[src/rtl/output_divider_pkg.sv]
//------------------------------------------------------------------------------
// Module   : output_pkg
// Purpose  : Shared widths, state encoding and saturation value for the
//            histogram-equalisation output divider.
// Ports    : none (package)
// Revision : 1.0 - initial release
//------------------------------------------------------------------------------
`default_nettype none

package output_pkg;

  localparam int NUM_W = 28;  // scaled numerator (cdf - cdfMin) * 255
  localparam int DEN_W = 20;  // pixel-count denominator N - cdfMin
  localparam int OUT_W = 8;   // equalised pixel width, also iteration count

  localparam logic [7:0] PIX_MAX = 8'd255;

  typedef enum logic [1:0] {
    IDLE = 2'd0,
    DIV  = 2'd1,
    DONE = 2'd2
  } div_state_t;

endpackage

`default_nettype wire

[src/rtl/output_divider_if.sv]
//------------------------------------------------------------------------------
// Module   : output_divider_if
// Purpose  : Numerator/denominator input handshake and pixel result bus of
//            the output divider.
// Ports    : DataIn, StartIn, Denom (master -> slave)
//            ReadyIn, DataOut, StartOut, Dropped (slave -> master)
// Revision : 1.0 - initial release
//------------------------------------------------------------------------------
`default_nettype none

interface output_divider_if #(
  parameter int NUM_W = output_pkg::NUM_W,
  parameter int DEN_W = output_pkg::DEN_W,
  parameter int OUT_W = output_pkg::OUT_W
);

  logic [NUM_W-1:0] DataIn;
  logic             StartIn;
  logic [DEN_W-1:0] Denom;
  logic             ReadyIn;
  logic [OUT_W-1:0] DataOut;
  logic             StartOut;
  logic             Dropped;

  modport master (
    output DataIn, StartIn, Denom,
    input  ReadyIn, DataOut, StartOut, Dropped
  );

  modport slave (
    input  DataIn, StartIn, Denom,
    output ReadyIn, DataOut, StartOut, Dropped
  );

endinterface

`default_nettype wire

[src/rtl/output_divider_step.sv]
//------------------------------------------------------------------------------
// Module   : output_div_step
// Purpose  : One restoring-division step: compare den<<cnt against rem and
//            subtract when it fits. Purely combinational.
// Ports    : rem      in  NUM_W  current partial remainder
//            den      in  DEN_W  divisor
//            cnt      in  CNT_W  bit position being resolved
//            rem_next out NUM_W  remainder after this step
//            q_bit    out 1      quotient bit for position cnt
// Revision : 1.0 - initial release
//------------------------------------------------------------------------------
`default_nettype none

module output_div_step #(
  parameter int NUM_W = 28,
  parameter int DEN_W = 20,
  parameter int OUT_W = 8,
  parameter int CNT_W = 3
) (
  input  wire logic [NUM_W-1:0] rem,
  input  wire logic [DEN_W-1:0] den,
  input  wire logic [CNT_W-1:0] cnt,
  output logic      [NUM_W-1:0] rem_next,
  output logic                  q_bit
);

  // Wide enough for both the shifted divisor and the numerator plus one
  // spare bit, so the compare can never wrap.
  localparam int CMP_W = ((NUM_W > DEN_W + OUT_W) ? NUM_W : DEN_W + OUT_W) + 1;

  logic [CMP_W-1:0] shifted_den;
  logic [CMP_W-1:0] rem_ext;
  logic [CMP_W-1:0] diff;

  always_comb begin
    shifted_den = CMP_W'(den) << cnt;
    rem_ext     = CMP_W'(rem);
    diff        = rem_ext - shifted_den;
    q_bit       = (shifted_den <= rem_ext);
    // When the bit is set the difference is below rem, so it fits NUM_W.
    rem_next    = q_bit ? NUM_W'(diff) : rem;
  end

endmodule

`default_nettype wire

[src/rtl/output_divider.sv]
//------------------------------------------------------------------------------
// Module   : output_divider
// Purpose  : Final histogram-equalisation stage. Divides the scaled numerator
//            by (N - cdfMin) with an OUT_W-iteration restoring divider and
//            emits the equalised pixel with a one-cycle strobe. Quotients that
//            cannot fit, or a zero denominator, saturate to all ones.
// Ports    : clock, reset (sync, active-high)
//            bus (output_divider_if.slave): DataIn, StartIn, Denom, ReadyIn,
//            DataOut, StartOut, Dropped
// Config   : OUTPUT_DIVIDER_ROUND_EN - round-half-up in DONE (saturating);
//            undefined gives a truncating quotient.
// Revision : 1.0 - initial release
//------------------------------------------------------------------------------
`default_nettype none

module output_divider #(
  parameter int NUM_W = output_pkg::NUM_W,
  parameter int DEN_W = output_pkg::DEN_W,
  parameter int OUT_W = output_pkg::OUT_W
) (
  input  wire logic          clock,
  input  wire logic          reset,
  output_divider_if.slave    bus
);

  import output_pkg::*;

  localparam int CNT_W = (OUT_W > 1) ? $clog2(OUT_W) : 1;
  localparam int CMP_W = ((NUM_W > DEN_W + OUT_W) ? NUM_W : DEN_W + OUT_W) + 1;
  localparam logic [OUT_W-1:0] SAT_VAL = {OUT_W{1'b1}};

  div_state_t       state;
  logic [NUM_W-1:0] rem;
  logic [DEN_W-1:0] den;
  logic [OUT_W-1:0] quot;
  logic [CNT_W-1:0] cnt;
  logic [OUT_W-1:0] data_out;
  logic             start_out;
  logic             dropped;

  logic [NUM_W-1:0] step_rem;
  logic             step_q;
  logic             overflow;
  logic [OUT_W-1:0] final_quot;

  output_div_step #(
    .NUM_W (NUM_W),
    .DEN_W (DEN_W),
    .OUT_W (OUT_W),
    .CNT_W (CNT_W)
  ) u_step (
    .rem      (rem),
    .den      (den),
    .cnt      (cnt),
    .rem_next (step_rem),
    .q_bit    (step_q)
  );

  // Quotient would need more than OUT_W bits (or divisor is zero).
  assign overflow = (bus.Denom == '0) ||
                    (CMP_W'(bus.DataIn) >= (CMP_W'(bus.Denom) << OUT_W));

`ifdef OUTPUT_DIVIDER_ROUND_EN
  logic round_up;
  // A saturated quotient is already all ones, so the saturating increment
  // leaves that path unrounded without a separate flag.
  assign round_up   = ((CMP_W'(rem) << 1) >= CMP_W'(den)) && (quot != SAT_VAL);
  assign final_quot = round_up ? quot + OUT_W'(1) : quot;
`else
  assign final_quot = quot;
`endif

  always_ff @(posedge clock) begin
    if (reset) begin
      state     <= IDLE;
      rem       <= '0;
      den       <= '0;
      quot      <= '0;
      cnt       <= '0;
      data_out  <= '0;
      start_out <= 1'b0;
      dropped   <= 1'b0;
    end else begin
      // Result bus is only non-zero during the strobe cycle.
      start_out <= 1'b0;
      data_out  <= '0;

      if (bus.StartIn && (state != IDLE)) begin
        dropped <= 1'b1;
      end

      case (state)
        IDLE: begin
          if (bus.StartIn) begin
            rem <= bus.DataIn;
            den <= bus.Denom;
            if (overflow) begin
              quot  <= SAT_VAL;
              state <= DONE;
            end else begin
              quot  <= '0;
              cnt   <= CNT_W'(OUT_W - 1);
              state <= DIV;
            end
          end
        end
        DIV: begin
          rem <= step_rem;
          if (step_q) begin
            quot[cnt] <= 1'b1;
          end
          if (cnt == '0) begin
            state <= DONE;
          end else begin
            cnt <= cnt - CNT_W'(1);
          end
        end
        DONE: begin
          data_out  <= final_quot;
          start_out <= 1'b1;
          state     <= IDLE;
        end
        default: state <= IDLE;
      endcase
    end
  end

  assign bus.ReadyIn  = (state == IDLE);
  assign bus.DataOut  = data_out;
  assign bus.StartOut = start_out;
  assign bus.Dropped  = dropped;

endmodule

`default_nettype wire

[src/flat_wrapper.sv]
// flat-port wrapper written by rule: the top's interface ports become plain ports
module output_divider_flat import output_pkg::*;
#(
  parameter int NUM_W = output_pkg::NUM_W,
  parameter int DEN_W = output_pkg::DEN_W,
  parameter int OUT_W = output_pkg::OUT_W
)
  (clock, reset, bus_DataIn, bus_StartIn, bus_Denom, bus_ReadyIn, bus_DataOut, bus_StartOut, bus_Dropped);
  output_divider_if #(.NUM_W(NUM_W), .DEN_W(DEN_W), .OUT_W(OUT_W)) bus_i ();
  input  wire logic clock;
  input  wire logic reset;
  input wire logic [$bits(bus_i.DataIn)-1:0] bus_DataIn;
  input wire logic [$bits(bus_i.StartIn)-1:0] bus_StartIn;
  input wire logic [$bits(bus_i.Denom)-1:0] bus_Denom;
  output wire logic [$bits(bus_i.ReadyIn)-1:0] bus_ReadyIn;
  output wire logic [$bits(bus_i.DataOut)-1:0] bus_DataOut;
  output wire logic [$bits(bus_i.StartOut)-1:0] bus_StartOut;
  output wire logic [$bits(bus_i.Dropped)-1:0] bus_Dropped;
  assign bus_i.DataIn = bus_DataIn;
  assign bus_i.StartIn = bus_StartIn;
  assign bus_i.Denom = bus_Denom;
  assign bus_ReadyIn = bus_i.ReadyIn;
  assign bus_DataOut = bus_i.DataOut;
  assign bus_StartOut = bus_i.StartOut;
  assign bus_Dropped = bus_i.Dropped;
  output_divider #(.NUM_W(NUM_W), .DEN_W(DEN_W), .OUT_W(OUT_W)) u_core (.clock(clock), .reset(reset), .bus(bus_i));
endmodule
[config.mk]
export PLATFORM = sky130hd
export DESIGN_NAME = output_divider_flat
export DESIGN_NICKNAME = d
export VERILOG_FILES = /design/src/rtl/output_divider_pkg.sv /design/src/rtl/output_divider_if.sv /design/src/rtl/output_divider_step.sv /design/src/rtl/output_divider.sv /design/src/flat_wrapper.sv
export SDC_FILE = /design/constraint.sdc
export NUM_CORES = 1
export LEC_CHECK = 0
export BUFFER_PORTS_ARGS = -buffer_cell sky130_fd_sc_hd__buf_2
export CAP_MARGIN = 20
export CORE_MARGIN = 2
export CORE_UTILIZATION = 40
export CTS_CLUSTER_SIZE = 40
export DETAILED_ROUTE_END_ITERATION = 16
export MAX_ROUTING_LAYER = met4
export SLEW_MARGIN = 20
export SYNTH_ARGS = -nofsm -noshare
export SYNTH_HDL_FRONTEND = slang
export SYNTH_SLANG_ARGS = --single-unit
[constraint.sdc]
create_clock -name clock -period 4.21 [get_ports clock]
set_input_delay 0.842 -clock clock [delete_from_list [all_inputs] [get_ports clock]]
set_output_delay 0.842 -clock clock [all_outputs]
set_load 0.005 [all_outputs]
==> results of run 1 <==
## flip-flops by register name (all words and copies together) (netlist names)
name and flops:
u_core.rem 28, u_core.bus.DataOut 8, u_core.bus.StartOut 1, u_core.den 20
u_core.bus.Dropped 1, u_core.final_quot 8, u_core.state 2, u_core.cnt 3
## per-layer routing
layer,vias up,GRT usage (%),part of all wire (%)
met2,160,38.8,46
li1,3122,-,-
met1,2862,32.8,47
met5,-,-,0
met4,0,6.32,2.0
met3,22,3.71,5.0
## worst max-delay path by stage
stage                   from        endpoint  slack (ns)  depth (start not counted)
6_report       u_core.cnt[0]  u_core.rem[27]        0.24                         14
5_1_grt        u_core.cnt[1]  u_core.rem[27]        0.04                         15
4_1_cts        u_core.cnt[0]  u_core.rem[27]        0.16                         14
3_5_place_dp   u_core.cnt[0]  u_core.rem[16]        0.17                         14
3_3_place_gp   u_core.cnt[0]  u_core.rem[27]        0.25                         13
2_1_floorplan  u_core.cnt[1]  u_core.rem[12]        0.33                         17
## area by class of cell
type,instances,area (sq um)
clock inverter,7,68.8
timing repair buffer,89,519
clock buffer,9,225
inverter,92,345
multi-input combinational,655,4450
tap,216,270
fill,1686,8470
sequential,71,1420
## worst max-delay path, delay by kind of cell (launching register included)
kind	cells	cell delay (ns)
buffers and inverters	2	0.27
multiplexers	1	0.53
AO/OA/AOI/OAI	3	0.56
AND/OR/NAND/NOR	7	1.73
flip-flops	1	0.40
adder cells (fa/ha/maj)	1	0.39
## cell families (layout without fill, tap and decap cells)
kind of cell	Yosys count	count (layout)	synth area share, %
AO/OA/AOI/OAI	254	254	26.0
XOR/XNOR	18	18	2.46
adder cells (fa/ha/maj)	79	79	15.5
buffers and inverters	140	197	8.53
flip-flops	71	71	22.2
multiplexers	22	22	4.68
AND/OR/NAND/NOR	282	282	20.6
## report_power, final
part           switching (mW)  leakage, nW  internal, mW
Sequential             0.0726        0.585         0.758
Combinational            1.19         2.76         0.798
Clock                   0.367        0.147         0.420
## cell usage after synthesis (16+ instances only)
master / number / area (sq um)
clkbuf_1: 37 / 139
nor2_1: 57 / 214
o21ai_0: 34 / 170
a21o_1: 28 / 210
ha_1: 78 / 976
nand2_1: 123 / 462
inv_1: 91 / 342
a21oi_1: 85 / 425
and2_1: 20 / 125
dfxtp_1: 71 / 1420
a211oi_1: 24 / 180
a31oi_1: 16 / 100
## repair_timing
action,CTS,global route
setup endpoints to repair,0,28
buffers inserted,0,0
gates resized for setup,0,6
## per-stage QoR
| stage | instances | power [mW] |
|---|---|---|
| CTS | 1139 | 3.60 |
| floorplan | 866 | 2.26 |
| finish | 1139 | 3.60 |
| detailed placement | 1123 | 2.79 |
| global route | 1139 | 3.87 |
| global placement | 1123 | 2.80 |
==> summary.txt, run 1 <==
GRT
  • Vias in the first global route: between 5000 and 6000
  • Largest net degree at the start of global routing: 52
  • First-pass GRT wire length: ~31000 um
  • Antenna violations before repair: 0
  • GRT Residual Overflow: 0
  • GRT Util Overall: 24.5%

Synth
  • Synthesis-stage register bit count: between 70 and 80
  • Synth Area per Inst: 7.40 sq um
  • YS warnings: 0
  • Seq/Total Area, Yosys: 22.2%
  • Most used DFF post-synth: dfxtp_1
  • Synth Instances: about 870
  • Mapped Area: approximately 6400 sq um
  • Distinct cells, synth: between 60 and 70
  • Post-synth ARST share: 0%
  • Net count after synthesis: about 1000
  • Post-synth EDFFs: 0

Critical path
  • Worst setup path class: flip-flop to flip-flop
  • Reg2reg end: u_core.rem[27]
  • Critical path's slowest cell: or4_1
  • FF-to-FF setup slack: between 0.2 and 0.25 ns
  • R2R cell count: 14
  • R2r startpoint: u_core.cnt[0]
  • Critical Path Fanout Max: 25
  • CP cell instances: buf_6, mux4_2, nand2_1, and2_1, inv_1, ha_1, nand4_2, or4_1, nor3_2, a21oi_2, and2_4, a31o_4, or3_1, a31oi_1
  • Req. time, crit path: about 4.5 ns
  • Largest stage delay on the critical path: around 0.58 ns
  • CP arrival: 4.25 ns
  • Crit start category: flip-flop
  • Crit. End Element: flip-flop

STA
  • Hold Slack: between 0.4 and 0.5 ns
  • Clk_skew: about 0.013 ns
  • Max-slew violations: 0
  • Final Cycle Share: a little over nine tenths
  • Headroom to the max-slew limit: around 50%
  • Setup violators final: 0
  • Fin. Hold Viols: 0
  • Final min period: between 3 and 4 ns
  • RSZ-0062 raised after global routing: false
  • Final WS setup: ~0.24 ns
  • Max Freq: around 250 MHz
  • Worst slew pin tran: about 0.75 ns
  • TNS Setup: 0 ns

Clocking
  • H-tree levels: 3
  • CTS tree: yes
  • Clock Pin Slew Worst Setup and Hold Paths: 0.07 ns
  • Clock Latency Late Sink: between 0.3 and 0.4 ns
  • Clock sink count: just over 70
  • Hold-fix buffers, CTS: 0
  • Total CTS buffers: 9
  • Root buf cell: clkbuf_16
  • Clock tree buffer depth: 2

Final layout
  • Post-route cell area: between 7000 and 8000 sq um
  • Fin nets: roughly 1000
  • Most frequent cells in the layout: 123 x nand2_1, 91 x inv_1, 84 x a21oi_1
  • Leading cell type in the layout, fill and taps excluded: nand2_1
  • Area Growth Syn to Fin: 13.9%
  • Diodes inserted: 0
  • Layout cells sized above 1: approximately 14%
  • Final Util: between 40% and 50%

Drt
  • First-pass iteration count of the detailed router: 5
  • Final WL: 19700 um
  • Wirelength per Cell: 17.3 um
  • Via count: slightly above 6000
  • Vias/cell: roughly 5.4
  • DR DRC count: 0
  • DR iter-0 viols: 525
  • Antenna-violating nets left: 0

Die
  • Core area: roughly 16000 sq um
  • Initial Util: about two fifths
  • Rows: 46
  • Chip Height: around 130 um
  • Die X: about 130 um
  • Ports: 62
  • Die ar.: around 17000 sq um

Placed design
  • Setup slack at placement: approximately 0.17 ns
  • HPWL Detailed: around 15000 um
  • I/O Buffers: 61
  • Area post-placement: 7000 sq um
  • GP Congestion: between 0.9 and 1

Hold path
  • Hold Crit Start: u_core.final_quot[7]
  • Hold Path Depth: 1
  • Worst Hold End: u_core.final_quot[7]
  • Hold Path Class: flip-flop to flip-flop

Power and ir drop
  • P_leak: between 3 and 4 nW
  • PwrDens: 493 nW/um^2
  • Worst VDD drop: around 240 uV

Status
  • Outcome: finished clean

Run
  • Number of max-cap violations: 0
Note: power is estimated with default switching activity, not from simulation.
==> run 2, diff against run 1 <==
--- a/config.mk
+++ b/config.mk
@@ -7,8 +7,7 @@
 export LEC_CHECK = 0
 export BUFFER_PORTS_ARGS = -buffer_cell sky130_fd_sc_hd__buf_2
 export CAP_MARGIN = 20
-export CORE_MARGIN = 2
-export CORE_UTILIZATION = 40
+export CORE_UTILIZATION = 30
 export CTS_CLUSTER_SIZE = 40
 export DETAILED_ROUTE_END_ITERATION = 16
 export MAX_ROUTING_LAYER = met4
==> run 2 against run 1 <==
  * First-iteration DRC count down 1.9%
  * Global-route usage down 5.8 points
  * Critical path depth unchanged
  * Sequential share of layout area shrank 0.083 points
  * Fmax increased by 0.18%
  * Count of clock-buffer cells in the layout is the same
  * Die area up 29%
  * Hold slack better by 0.0053 ns
  * Critical path type unchanged
  * Largest power group unchanged
==> summary.txt, run 2 (synthesis gave the netlist of run 1 again) <==
Clocking
  • Total CTS buffers: 9
  • Clock Pin Slew Worst Setup and Hold Paths: roughly 0.070 ns
  • Clock sink count: 71
  • Clock tree buffer depth: 2
  • Clock Latency Late Sink: roughly 0.34 ns
  • H-tree levels: 3
  • Hold-fix buffers, CTS: 0
  • CTS tree: yes
  • Root buf cell: clkbuf_16

Critical path
  • Crit. End Element: flip-flop
  • Crit start category: flip-flop
  • R2r startpoint: u_core.cnt[0]
  • R2R cell count: 14
  • Critical Path Fanout Max: 25
  • Req. time, crit path: 4.48 ns
  • CP arrival: around 4.2 ns
  • Worst setup path class: flip-flop to flip-flop
  • Critical Path Source: u_core.cnt[0]

Drt
  • Vias/cell: 5.22
  • DR DRC count: 0
  • DR iter-0 viols: around 520
  • Antenna-violating nets left: 0
  • Final WL: slightly below 20000 um
  • Via count: between 6000 and 7000
  • Wirelength per Cell: around 16 um
  • First-pass iteration count of the detailed router: 5

STA
  • Fin. Hold Viols: 0
  • Final Cycle Share: approximately 94%
  • Setup violators final: 0
  • Headroom to the max-slew limit: around 53%
  • RSZ-0062 raised after global routing: false
  • Final min period: between 3 and 4 ns
  • Max-slew violations: 0
  • TNS Setup: 0 ns
  • Worst slew pin tran: between 0.7 and 0.8 ns
  • Final WS setup: between 0.2 and 0.25 ns
  • Clk_skew: ~0.0035 ns
  • Max Freq: about 250 MHz

Final layout
  • Largest register FFs: 28
  • Fin nets: 1042
  • Regs by FF count: u_core.rem (28), u_core.den (20)
  • Layout cells sized above 1: between 10% and 20%
  • Diodes inserted: 0
  • Area Growth Syn to Fin: 14.4%
  • Most frequent cells in the layout: 123 x nand2_1, 91 x inv_1, 84 x a21oi_1
  • Fill count: ~2200
  • Leading cell type in the layout, fill and taps excluded: nand2_1
  • Register name with the most flops: u_core.rem

Power and ir drop
  • Worst VDD drop: between 150 and 200 uV
  • PwrDens: slightly below 500 nW/um^2
  • P_leak: between 3 and 4 nW

Hold path
  • Hold Path Class: flip-flop to flip-flop
  • Hold Path Depth: 1
  • Hold Crit Start: u_core.final_quot[3]

Placed design
  • I/O Buffers: between 60 and 70
  • GP Congestion: 0.930
  • Setup slack at placement: 0.104 ns
  • HPWL Detailed: 15400 um

Die
  • Die X: 148 um
  • Die ar.: roughly 22000 sq um
  • Rows: between 50 and 60
  • Core area: about 21000 sq um
  • Ports: 62
  • Chip Height: about 150 um
  • Initial Util: between 30% and 40%

GRT
  • First-pass GRT wire length: ~31000 um
  • Vias in the first global route: approximately 6000
  • GRT Residual Overflow: 0
  • Antenna violations before repair: 0
  • GRT Util Overall: 18.7%
  • Largest net degree at the start of global routing: 52

Status
  • Outcome: finished clean

Run
  • Number of max-cap violations: 0
[run 2: changes by cell type in the layout (fill, tap and decap cells not counted)]
cell	previous run	this run
buf_4	27	21
clkinvlp_4	0	2
a2111oi_0	0	1
a2111oi_1	1	0
a21boi_0	3	2
a21boi_1	1	2
buf_12	0	1
buf_6	1	0
clkinv_4	1	0
inv_8	3	2
[run 2: worst paths after layout]
kind	to	slack [ns]
hold / removal	u_core.final_quot[3]	0.46
hold reg to reg	u_core.final_quot[3]	0.46
setup / recovery	u_core.rem[27]	0.25
setup reg to reg	u_core.rem[27]	0.25
[run 2: cell type report]
cell class	instances	area, sq um	share of cell area, %
Timing Repair Buffer	83	483	6.58
Clock buffer	9	225	3.07
Multi-Input combinational cell	655	4450	60.7
Tap cell	275	344	4.69
Inverter	92	345	4.71
Sequential cell	71	1420	19.4
Clock inverter	7	63.8	0.870
[run 2: where the power goes]
group	total, mW	switching (mW)	leakage (nW)	internal [mW]
registers	0.834	0.0752	0.585	0.758
logic	1.95	1.17	2.73	0.780
clock network	0.765	0.351	0.137	0.414
total	3.55	1.59	3.45	1.95
[run 2: metal layers]
metal	global-route usage, %	vias up	share of wire, %
met2	30.3	149	47
li1	-	3120	-
met4	8.30	0	3.9
met5	-	-	0
met1	23.1	2912	45
met3	2.58	37	3.9
[run 2: worst max-delay path, cell delays in order (launching register included)]
cell	delay [ns]
dfxtp_2	0.39
buf_4	0.20
mux4_2	0.52
nand2_1	0.08
and2_1	0.14
inv_1	0.05
ha_1	0.44
nand4_2	0.17
or4_1	0.59
nor3_2	0.17
a21oi_2	0.12
and2_4	0.17
a31o_4	0.31
or3_1	0.40
a31oi_1	0.13
[run 2: metrics by stage]
stage               hold slack (ns)  total power, mW  util, %  std cells  instance area, sq um
finish                        0.465             3.55     35.0       1192                  7330
global route                  0.475             3.81     35.0       1192                  7330
CTS                           0.470             3.53     35.0       1192                  7330
detailed placement            0.455             2.76     33.6       1176                  7040
global placement              0.445             2.75     33.6       1176                  7040
floorplan                     0.431             2.26        -        866                  6410
[run 2: what timing repair did]
item                                    in CTS  in global routing
buffers inserted                             0                  0
gates resized for setup                      0                  5
endpoints found under the setup margin       0                 27
